File: config.mk
export PLATFORM = sky130hd
export DESIGN_NAME = uart_tap
export DESIGN_NICKNAME = d
export VERILOG_FILES = /design/src/rtl/uart_tap.sv
export SDC_FILE = /design/constraint.sdc
export NUM_CORES = 1
export LEC_CHECK = 0
export CORE_ASPECT_RATIO = 1.25
export CORE_UTILIZATION = 60
export CTS_BUF_LIST = sky130_fd_sc_hd__clkbuf_2 sky130_fd_sc_hd__clkbuf_4 sky130_fd_sc_hd__clkbuf_8
export DETAILED_ROUTE_END_ITERATION = 12
export PLACE_DENSITY = 0.92
export SLEW_MARGIN = 0
export SYNTH_ARGS = -nofsm -noshare
export SYNTH_HDL_FRONTEND = slang
export SYNTH_SLANG_ARGS = --single-unit
File: constraint.sdc
create_clock -name CLK_I -period 4.62 [get_ports CLK_I]
set_clock_uncertainty 0.05 [all_clocks]
set_input_delay 0.924 -clock CLK_I [delete_from_list [all_inputs] [get_ports CLK_I]]
set_output_delay 0.924 -clock CLK_I [all_outputs]
set_load 0.03 [all_outputs]
File: src/rtl/uart_tap.sv
// rtl/uart_tap.sv - UART byte-stream debug TAP bridging host commands to a DMI request/response port
module uart_tap #(
    parameter logic [31:0] IDCODE         = 32'h0000_0001,
    parameter int unsigned TIMEOUT_CYCLES = 1000
) (
    input  logic        CLK_I,
    input  logic        RST_NI,
    input  logic [7:0]  RX_DATA_I,
    input  logic        RX_VALID_I,
    output logic        RX_READY_O,
    output logic [7:0]  TX_DATA_O,
    output logic        TX_VALID_O,
    input  logic        TX_READY_I,
    output logic [40:0] DMI_O,
    output logic        DMI_WRITE_VALID_O,
    input  logic        DMI_WRITE_READY_I,
    output logic        DMI_READ_READY_O,
    input  logic        DMI_READ_VALID_I,
    input  logic [40:0] DMI_I,
    input  logic        DONE_I,
    output logic        DMI_HARD_RESET_O
);

    typedef enum logic [2:0] {
        IDLE, RX_PAYLOAD, DMI_WRITE, WAIT_DONE, DMI_READ, TX_SEND, RESET_PULSE
    } state_t;

    localparam bit          TO_EN   = (TIMEOUT_CYCLES != 0);
    localparam logic [31:0] TO_LAST = TIMEOUT_CYCLES - 1;

    state_t      r_state;
    logic [2:0]  r_rx_cnt;
    logic [39:0] r_payload;
    logic [40:0] r_dmi;
    logic [31:0] r_timer;
    logic [47:0] r_tx_buf;
    logic [2:0]  r_tx_left;
    logic        r_rx_ready;
    logic        r_tx_valid;
    logic        r_dmi_wvalid;
    logic        r_dmi_rready;
    logic        r_hard_reset;

    logic w_rx_fire;
    logic w_tx_fire;

    assign w_rx_fire = RX_VALID_I & r_rx_ready;
    assign w_tx_fire = r_tx_valid & TX_READY_I;

    assign RX_READY_O        = r_rx_ready;
    assign TX_DATA_O         = r_tx_buf[7:0];
    assign TX_VALID_O        = r_tx_valid;
    assign DMI_O             = r_dmi;
    assign DMI_WRITE_VALID_O = r_dmi_wvalid;
    assign DMI_READ_READY_O  = r_dmi_rready;
    assign DMI_HARD_RESET_O  = r_hard_reset;

    always_ff @(posedge CLK_I) begin
        if (!RST_NI) begin
            r_state      <= IDLE;
            r_rx_cnt     <= 3'd0;
            r_payload    <= 40'd0;
            r_dmi        <= 41'd0;
            r_timer      <= 32'd0;
            r_tx_buf     <= 48'd0;
            r_tx_left    <= 3'd0;
            r_rx_ready   <= 1'b0;
            r_tx_valid   <= 1'b0;
            r_dmi_wvalid <= 1'b0;
            r_dmi_rready <= 1'b0;
            r_hard_reset <= 1'b0;
        end else begin
            case (r_state)
                IDLE: begin
                    r_rx_ready <= 1'b1;
                    if (w_rx_fire) begin
                        case (RX_DATA_I)
                            8'h11: begin
                                r_state  <= RX_PAYLOAD;
                                r_rx_cnt <= 3'd0;
                                r_timer  <= 32'd0;
                            end
                            8'h12: begin
                                r_tx_buf   <= {16'd0, IDCODE};
                                r_tx_left  <= 3'd4;
                                r_tx_valid <= 1'b1;
                                r_rx_ready <= 1'b0;
                                r_state    <= TX_SEND;
                            end
                            8'h13: begin
                                r_hard_reset <= 1'b1;
                                r_rx_ready   <= 1'b0;
                                r_state      <= RESET_PULSE;
                            end
                            default: ;
                        endcase
                    end
                end
                RX_PAYLOAD: begin
                    if (w_rx_fire) begin
                        r_timer <= 32'd0;
                        // Bytes enter at the top so byte 0 ends up in the low bits
                        if (r_rx_cnt == 3'd5) begin
                            r_dmi        <= {RX_DATA_I[0], r_payload};
                            r_rx_ready   <= 1'b0;
                            r_dmi_wvalid <= 1'b1;
                            r_state      <= DMI_WRITE;
                        end else begin
                            r_payload <= {RX_DATA_I, r_payload[39:8]};
                            r_rx_cnt  <= r_rx_cnt + 3'd1;
                        end
                    end else if (TO_EN) begin
                        if (r_timer >= TO_LAST) begin
                            r_timer  <= 32'd0;
                            r_rx_cnt <= 3'd0;
                            r_state  <= IDLE;
                        end else begin
                            r_timer <= r_timer + 32'd1;
                        end
                    end
                end
                DMI_WRITE: begin
                    if (DMI_WRITE_READY_I) begin
                        r_dmi_wvalid <= 1'b0;
                        r_state      <= WAIT_DONE;
                    end
                end
                WAIT_DONE: begin
                    if (DONE_I) begin
                        r_dmi_rready <= 1'b1;
                        r_state      <= DMI_READ;
                    end
                end
                DMI_READ: begin
                    if (DMI_READ_VALID_I) begin
                        r_tx_buf     <= {7'd0, DMI_I};
                        r_tx_left    <= 3'd6;
                        r_dmi_rready <= 1'b0;
                        r_tx_valid   <= 1'b1;
                        r_state      <= TX_SEND;
                    end
                end
                TX_SEND: begin
                    if (w_tx_fire) begin
                        r_tx_buf  <= {8'd0, r_tx_buf[47:8]};
                        r_tx_left <= r_tx_left - 3'd1;
                        if (r_tx_left == 3'd1) begin
                            r_tx_valid <= 1'b0;
                            r_rx_ready <= 1'b1;
                            r_state    <= IDLE;
                        end
                    end
                end
                RESET_PULSE: begin
                    r_hard_reset <= 1'b0;
                    r_tx_buf     <= 48'h13;
                    r_tx_left    <= 3'd1;
                    r_tx_valid   <= 1'b1;
                    r_state      <= TX_SEND;
                end
                default: r_state <= IDLE;
            endcase
        end
    end

endmodule

Yosys cells after proc, flatten, opt, wreduce, memory -nomap -nowiden
Index checks and enable logic that the tools add are counted.

$add $sub $neg: 3. Magnitude comparators: 1. Equal/unequal tests: 26. Mux-type cells: 54. Bitwise operators: 3. Reductions and logical operators: 19.

Operator list (count): two-way mux 48 bit (4); one-hot mux 48 bit (4 select lines) (1); two-way mux 32 bit (4); one-hot mux 32 bit (2 select lines) (1); two-way mux 3 bit (17); adder 32 x 1 -> 32 bit (second input constant) (1); >= comparator 32 x 10 -> 1 bit (second input constant) (1); == test 8 x 5 -> 1 bit (second input constant) (3); one-hot mux 3 bit (7 select lines) (1); two-way mux 1 bit (18); inequality test 2 bit (second input constant) (8); AND reduction 3 bit (5); AND reduction 5 bit (3); == test 3 bit (second input constant) (4); one-hot mux 3 bit (4 select lines) (1); inequality test 3 bit (second input constant) (3); one-hot mux 3 bit (3 select lines) (1); AND reduction 9 bit (1); nonzero test 2 bit (4); == test 3 x 1 -> 1 bit (second input constant) (2); == test 3 x 2 -> 1 bit (second input constant) (2); inequality test 2 x 1 -> 1 bit (second input constant) (3); one-hot mux 1 bit (2 select lines) (3); one-hot mux 3 bit (2 select lines) (1); 13 further kinds (14).

Bits in registers: 175.

Logic depth before layout (Yosys ltp)
Gate-level depths: netlist of run 1.

Depth after elaboration: 5. Mapped depth: 8. Depth with buffers taken out: 7.

Least setup slack after synthesis of run 1
Ideal clock, no wire load.

Path kind: input-to-reg. From: input port RX_DATA_I[7]. To: register r_rx_cnt[0]. Data arrival time: 2.325 ns. Required time: 4.455 ns. Slack: 2.130 ns. Stages on the path: 6. Path buffers: 1. Cell sequence: nor4b_4 nand4_4 and2_0 buf_6 o31a_1 o21a_1.

Word-level cells in the longest chain between the ends: 3.

Ends and longest elaborated chain: start, declared (RTL line 8) `input logic [7:0] RX_DATA_I,`; == test 8 x 5 -> 1 bit (RTL line 77) `case (RX_DATA_I)`; inequality test 2 x 1 -> 1 bit (no source line); AND reduction 5 bit (no source line); end signal, assigned (RTL line 110) `r_rx_cnt <= r_rx_cnt + 3'd1;`; end, declared (RTL line 32) `logic [2:0] r_rx_cnt;`.

Every way passes these cells. A chain may end at the register's enable or synchronous reset.

Worst setup path after layout of run 1
From: input port RX_DATA_I[4]. To: register r_timer[18].

Word-level cells in the longest chain between the ends: 3.

Ends and longest elaborated chain: == test 8 x 5 -> 1 bit (RTL line 77); inequality test 2 x 1 -> 1 bit (no source line); AND reduction 3 bit (no source line); end signal, assigned (RTL line 118) `r_timer <= r_timer + 32'd1;`; end, declared (RTL line 35) `logic [31:0] r_timer;`.

Every way passes these cells.

==> results of run 1 <==
cells in the final DEF, fill, tap and decap left out, drive strengths merged, types with 4 or more instances in the layout:
cell,instances
xnor2,10
nor3,4
a21boi,47
a211oi,4
inv,13
and3,6
mux2i,33
nor2,49
a31oi,7
o21ai,20
nand2b,6
and4,5
nor3b,4
buf,11
nor4,5
o2bb2ai,31
clkdlybuf4s50,108
dfxtp,168
clkinv,4
nand3,22
a41oi,5
clkbuf,19
nor2b,5
ha,5
nand4,5
nand2,191
a21oi,55
synthesized netlist by cell type, drive strengths merged, types with 4 or more instances:
cell / n
nor3b: 4
nor2: 49
nand2b: 6
dfxtp: 168
a21boi: 47
a211oi: 4
nor2b: 5
nand2: 191
inv: 8
clkbuf: 36
o21ai: 20
buf: 24
ha: 5
o2bb2ai: 31
a41oi: 5
a31oi: 7
nand3: 22
mux2i: 33
and4: 5
nor3: 4
xnor2: 10
nand4: 5
nor4: 5
and3: 6
a21oi: 55
area by class of cell:
cell class | count | area (um2)
tap | 138 | 173
fill | 799 | 3000
sequential | 168 | 3360
multi-input combinational | 567 | 3420
clock inverter | 13 | 161
inverter | 9 | 33.8
clock buffer | 19 | 249
timing repair buffer | 119 | 1160
registers in the layout, indices dropped and copies added, names as in the netlist:
register,cells
DMI_HARD_RESET_O,1
DMI_O,41
DMI_READ_READY_O,1
DMI_WRITE_VALID_O,1
RX_READY_O,1
TX_VALID_O,1
r_payload,40
r_rx_cnt,3
r_state,3
r_timer,32
r_tx_buf,41
r_tx_left,3
per-stage QoR:
stage	total power [uW]	worst slack, ns
2_1_floorplan	1530	2.13
3_3_place_gp	1590	0.934
3_5_place_dp	1590	0.872
4_1_cts	2640	1.35
5_1_grt	2710	1.19
6_report	2630	1.33
report_power, final:
group	internal [uW]	switching [uW]	leakage, uW
Combinational	60.4	50.1	0.00121
Sequential	1450	1.36	0.00135
Clock	508	561	0.000201
Total	2020	612	0.00276
worst max-delay path by stage:
| stage | slack (ns) | to |
|---|---|---|
| floorplan | 2.13 | r_rx_cnt[0] |
| global placement | 0.93 | r_timer[6] |
| detailed placement | 0.87 | r_timer[18] |
| CTS | 1.35 | r_timer[16] |
| global route | 1.19 | r_timer[4] |
| finish | 1.33 | r_timer[18] |
critical path, stage by stage:
cell and delay (ns):
clkdlybuf4s50_1 0.57, nor4b_4 0.47, nand4_4 0.31, and2_0 0.42, o21ai_4 0.53, buf_4 0.27
nor2_1 0.07
kinds of logic after synthesis:
logic type | synth area share (%)
simple gates | 20.3
compound gates | 20.3
flops | 47.3
buf+inv | 4.70
mux | 4.81
xor+xnor | 1.60
fa+ha+maj | 0.881
layer usage:
layer,up-vias,global-route usage (%),share of wire [%]
met5,-,0,0
met2,206,47.0,50
met1,2802,32.0,41
met4,0,12.5,2.7
met3,33,7.46,6.3
li1,2939,-,-
==> results.py, run 1 <==
metrics = {
    "clocking": {
        "cts_sinks": 168,
        "cts_tree": "yes",
        "numCtsBuffers": 17,
        "htreeDepth": 4,
        "path_clk_slew_ns": 0.09,
        "hold_buffers": 0,
        "cts_setup_buffers": 0,
        "cts_resized": 0,
        "clock_path_buffers": 2,
        "insertion_delay_ns": 0.45,
        "root_buffer": "clkbuf_8",
    },
    "critical_path": {
        "worstSetupStartpointType": "input port",
        "arrival_ns": 3.58,
        "crit_start": "RX_DATA_I[4]",
        "worst_setup_path_end_kind": "flop",
        "ff2ff_path_depth": 6,
        "timing.rr.end": "DMI_O[34]",
        "worstPathRequired_ns": 4.92,
        "reg2reg_slack_ns": 1.47,
        "crit_type": "input port to flop",
        "r2r-start": "r_state[0]",
        "critPathMaxFanout": 21,
    },
    "floorplanning": {
        "core_um2": 11600,
        "start_util_pct": 61.4,
        "die_area_um2": 12300,
        "rows": 44,
        "die_x_um": 99.3,
        "die_y_um": 124,
        "ios": 110,
    },
    "power": {
        "vdd_drop_max_v": 0.000215,
        "power.density_nw_per_um2": 307,
        "power.leakage_uw": 0.00276,
    },
    "run_status": {
        "outcome": "finished, final reports clean",
    },
    "route": {
        "first_iter_violations": 379,
        "drt_pass1_iterations": 7,
        "drtAntennaViolNets": 0,
        "viasPerCell": 5.79,
        "drt_wl_total_mm": 16.3,
        "dr_total_vias": 5980,
        "avgRoutedWirePerCell_um": 15.8,
        "drc": 0,
    },
    "flow_run": {
        "drv_cap": 0,
    },
    "layout": {
        "layout.nets": 943,
        "syn2layout_area_growth_pct": 20.5,
        "stdcell_area_um2": 8560,
        "final_util_pct": 74.0,
        "final_cells": 1033,
        "layout-drive-gt1-share_pct": 7.60,
        "antennaDiodeCount": 0,
    },
    "synth": {
        "netlist_instances": 804,
        "ys_top_cells_by_area": "dfxtp_1 (47%), nand2_1 (10%), a21boi_0 (5.0%), mux2i_1 (4.7%), a21oi_1 (3.9%)",
        "synth_cell_types": 74,
        "syn_avg_cell_area_um2": 8.83,
        "synth.net_count": 865,
        "yosysTopAreaCell": "dfxtp_1",
        "synth_top_area_share_pct": 47.3,
        "synth.yosys.warnings": 0,
        "ys_seq_area_share_pct": 47.3,
        "synth_edf_count": 0,
        "synth-seq-cells": 168,
        "synthFlopType": "dfxtp_1",
        "async_reset_ff_share_pct": 0,
        "netlist_area_um2": 7100,
    },
    "sta": {
        "final_hold_viol_count": 0,
        "min_period_ns": 3.29,
        "tns_ns": 0,
        "rsz0062_at_grt": "false",
        "slew_violations": 0,
        "hold_slack_ns": 0.405,
        "slew_headroom_pct": 40.4,
        "period_share_pct": 71.2,
        "max_freq_mhz": 304,
        "setup_viol": 0,
        "worst_pin_slew_ns": 0.894,
    },
    "global_route": {
        "grt_pass1_vias": 5537,
        "antenna_found_initial": 0,
        "grt_max_degree": 70,
        "overflow": 0,
        "grt_pass1_wl_mm": 26.4,
        "grt_usage_pct": 27.4,
    },
    "min_path": {
        "hp-start": "r_payload[1]",
        "holdCritPathClass": "flop to flop",
        "hold-path-cell-count": 2,
        "min_to": "DMI_O[1]",
    },
    "placement": {
        "gp_congestion": 0.853,
        "dp.cells": 1001,
        "placed_area_um2": 8150,
        "dp_hpwl_mm": 11.0,
        "io_buffer_count": 109,
    },
}
No activity file was read; power rests on OpenSTA's default activity.
==> run 2, diff against run 1 <==
--- a/config.mk
+++ b/config.mk
@@ -6,10 +6,10 @@
 export NUM_CORES = 1
 export LEC_CHECK = 0
 export CORE_ASPECT_RATIO = 1.25
-export CORE_UTILIZATION = 60
+export CORE_UTILIZATION = 50
 export CTS_BUF_LIST = sky130_fd_sc_hd__clkbuf_2 sky130_fd_sc_hd__clkbuf_4 sky130_fd_sc_hd__clkbuf_8
 export DETAILED_ROUTE_END_ITERATION = 12
-export PLACE_DENSITY = 0.92
+export PLACE_DENSITY = 0.82
 export SLEW_MARGIN = 0
 export SYNTH_ARGS = -nofsm -noshare
 export SYNTH_HDL_FRONTEND = slang
==> constraint.sdc (replaced) <==
create_clock -name CLK_I -period 2.91 [get_ports CLK_I]
set_clock_uncertainty 0.05 [all_clocks]
set_input_delay 0.582 -clock CLK_I [delete_from_list [all_inputs] [get_ports CLK_I]]
set_output_delay 0.582 -clock CLK_I [all_outputs]
set_load 0.03 [all_outputs]
==> results.py, run 2 (synthesized netlist as in run 1, its figures left out) <==
metrics = {
    "floorplanning": {
        "die_area_um2": 14700,
        "die_x_um": 109,
        "rows": 48,
        "core_um2": 13800,
        "die_y_um": 135,
        "ios": 110,
        "start_util_pct": 51.4,
    },
    "sta": {
        "setup_viol": 0,
        "rsz0062_at_grt": "false",
        "worst_pin_slew_ns": 0.898,
        "final_hold_viol_count": 0,
        "max_freq_mhz": 420,
        "min_period_ns": 2.38,
        "tns_ns": 0,
        "slew_violations": 0,
        "period_share_pct": 81.8,
        "slew_headroom_pct": 40.1,
    },
    "clocking": {
        "hold_buffers": 0,
        "path_clk_slew_ns": 0.10,
        "cts_setup_buffers": 0,
        "insertion_delay_ns": 0.46,
        "clock_path_buffers": 2,
        "cts_tree": "yes",
        "htreeDepth": 4,
        "root_buffer": "clkbuf_8",
        "cts_resized": 0,
        "cts_sinks": 168,
        "numCtsBuffers": 17,
    },
    "power": {
        "power.share.clock_pct": 40.7,
        "power_frac_comb_pct": 4.4,
        "switching_share_pct": 25.2,
        "internal_power_uw": 3130,
        "power.density_nw_per_um2": 480,
        "power.leakage_uw": 0.00284,
        "vdd_drop_max_v": 0.000272,
        "power.switching_uw": 1060,
        "seq_power_share_pct": 54.9,
    },
    "layout": {
        "final_cells": 1084,
        "regArea_um2": 3360,
        "stdcell_area_um2": 8730,
        "layout_common_cells": "nand2_1 (191), dfxtp_1 (167), clkdlybuf4s50_1 (108)",
        "n_fill_cell": 1193,
        "antennaDiodeCount": 0,
        "syn2layout_area_growth_pct": 22.9,
        "multi_input_area_um2": 3420,
        "layout-drive-gt1-share_pct": 9.02,
        "final_common_cell": "nand2_1",
        "layout.nets": 957,
    },
    "critical_path": {
        "worstPathRequired_ns": 3.25,
        "ff2ff_path_depth": 6,
        "r2r-start": "r_state[0]",
        "critPathMaxFanout": 17,
        "crit_type": "input port to flop",
        "crit_chain": "clkdlybuf4s50_1 -> a2111oi_0 -> buf_4 -> a31oi_2 -> a21oi_2 -> buf_12 -> o2bb2ai_1",
        "worst_setup_path_end_kind": "flop",
        "timing.rr.end": "r_tx_buf[17]",
        "arrival_ns": 2.72,
        "slowest_stage": "a21oi_2",
        "reg2reg_slack_ns": 0.59,
        "worstSetupStartpointType": "input port",
        "slowest_delay_ns": 0.73,
    },
    "route": {
        "drt_pass1_iterations": 4,
        "avgRoutedWirePerCell_um": 15.2,
        "dr_total_vias": 5966,
        "first_iter_violations": 326,
        "viasPerCell": 5.50,
        "drt_wl_total_mm": 16.5,
        "drc": 0,
        "drtAntennaViolNets": 0,
    },
    "placement": {
        "placed_area_um2": 8310,
        "dp.cells": 1052,
        "gp_congestion": 0.866,
        "io_buffer_count": 109,
        "dp_hpwl_mm": 11.4,
    },
    "run_status": {
        "outcome": "finished, final reports clean",
    },
    "global_route": {
        "grt_pass1_wl_mm": 27.2,
        "overflow": 0,
        "grt_pass1_vias": 5692,
        "antenna_found_initial": 0,
        "grt_usage_pct": 23.6,
        "grt_max_degree": 60,
    },
    "flow_run": {
        "drv_cap": 0,
    },
    "min_path": {
        "hold-path-cell-count": 2,
        "holdCritPathClass": "flop to flop",
        "hp-start": "r_tx_left[1]",
        "min_to": "r_tx_left[1]",
    },
}
## run 2: critical path: cells and delay by family
kind,cells,cell delay [ns]
AO/OA/AOI/OAI,4,1.29
buffers and inverters,3,0.83
## run 2: power groups by stage
stage          clock, uW  sequential (uW)  combinational [uW]
6_report            1700             2300                 186
5_1_grt             1830             2300                 200
4_1_cts             1740             2300                 187
3_5_place_dp           0             2350                 186
3_3_place_gp           0             2350                 184
2_1_floorplan          0             2350                77.0
## run 2: worst max path at each step
stage | slack (ns) | from | end | depth (start not counted)
2_1_floorplan | 0.76 | RX_DATA_I[7] | r_rx_cnt[0] | 6
3_3_place_gp | 0.11 | RX_VALID_I | r_tx_buf[13] | 7
3_5_place_dp | 0.07 | RX_VALID_I | r_tx_buf[17] | 7
4_1_cts | 0.53 | RX_VALID_I | r_tx_buf[17] | 7
5_1_grt | 0.27 | RX_VALID_I | r_tx_buf[22] | 7
6_report | 0.53 | RX_VALID_I | r_tx_buf[17] | 7
## run 2: metal layers
layer / track usage [%] / wire [um]
met1: 29.5 / 7230
met2: 37.8 / 7950
met3: 6.49 / 874
met4: 10.3 / 444
met5: 0 / 0
## run 2: area by class of cell
type / count / area share [%]
well taps: 175 / 2.51
clock buffers: 17 / 2.68
flip-flops and latches: 168 / 38.5
inverters: 9 / 0.387
multi-input cells: 567 / 39.1
repair buffers: 133 / 14.7
clock inverters: 15 / 2.09
## run 2: per-stage QoR
| stage | total power, uW | utilization, % | hold WS (ns) | setup slack (ns) |
|---|---|---|---|---|
| after floorplan | 2430 | - | 0.377 | 0.762 |
| final | 4190 | 63.2 | 0.407 | 0.530 |
| after CTS | 4230 | 63.2 | 0.407 | 0.530 |
| after detailed placement | 2540 | 60.2 | 0.393 | 0.0709 |
| after global placement | 2540 | 60.2 | 0.391 | 0.106 |
| after global routing | 4330 | 63.2 | 0.416 | 0.267 |
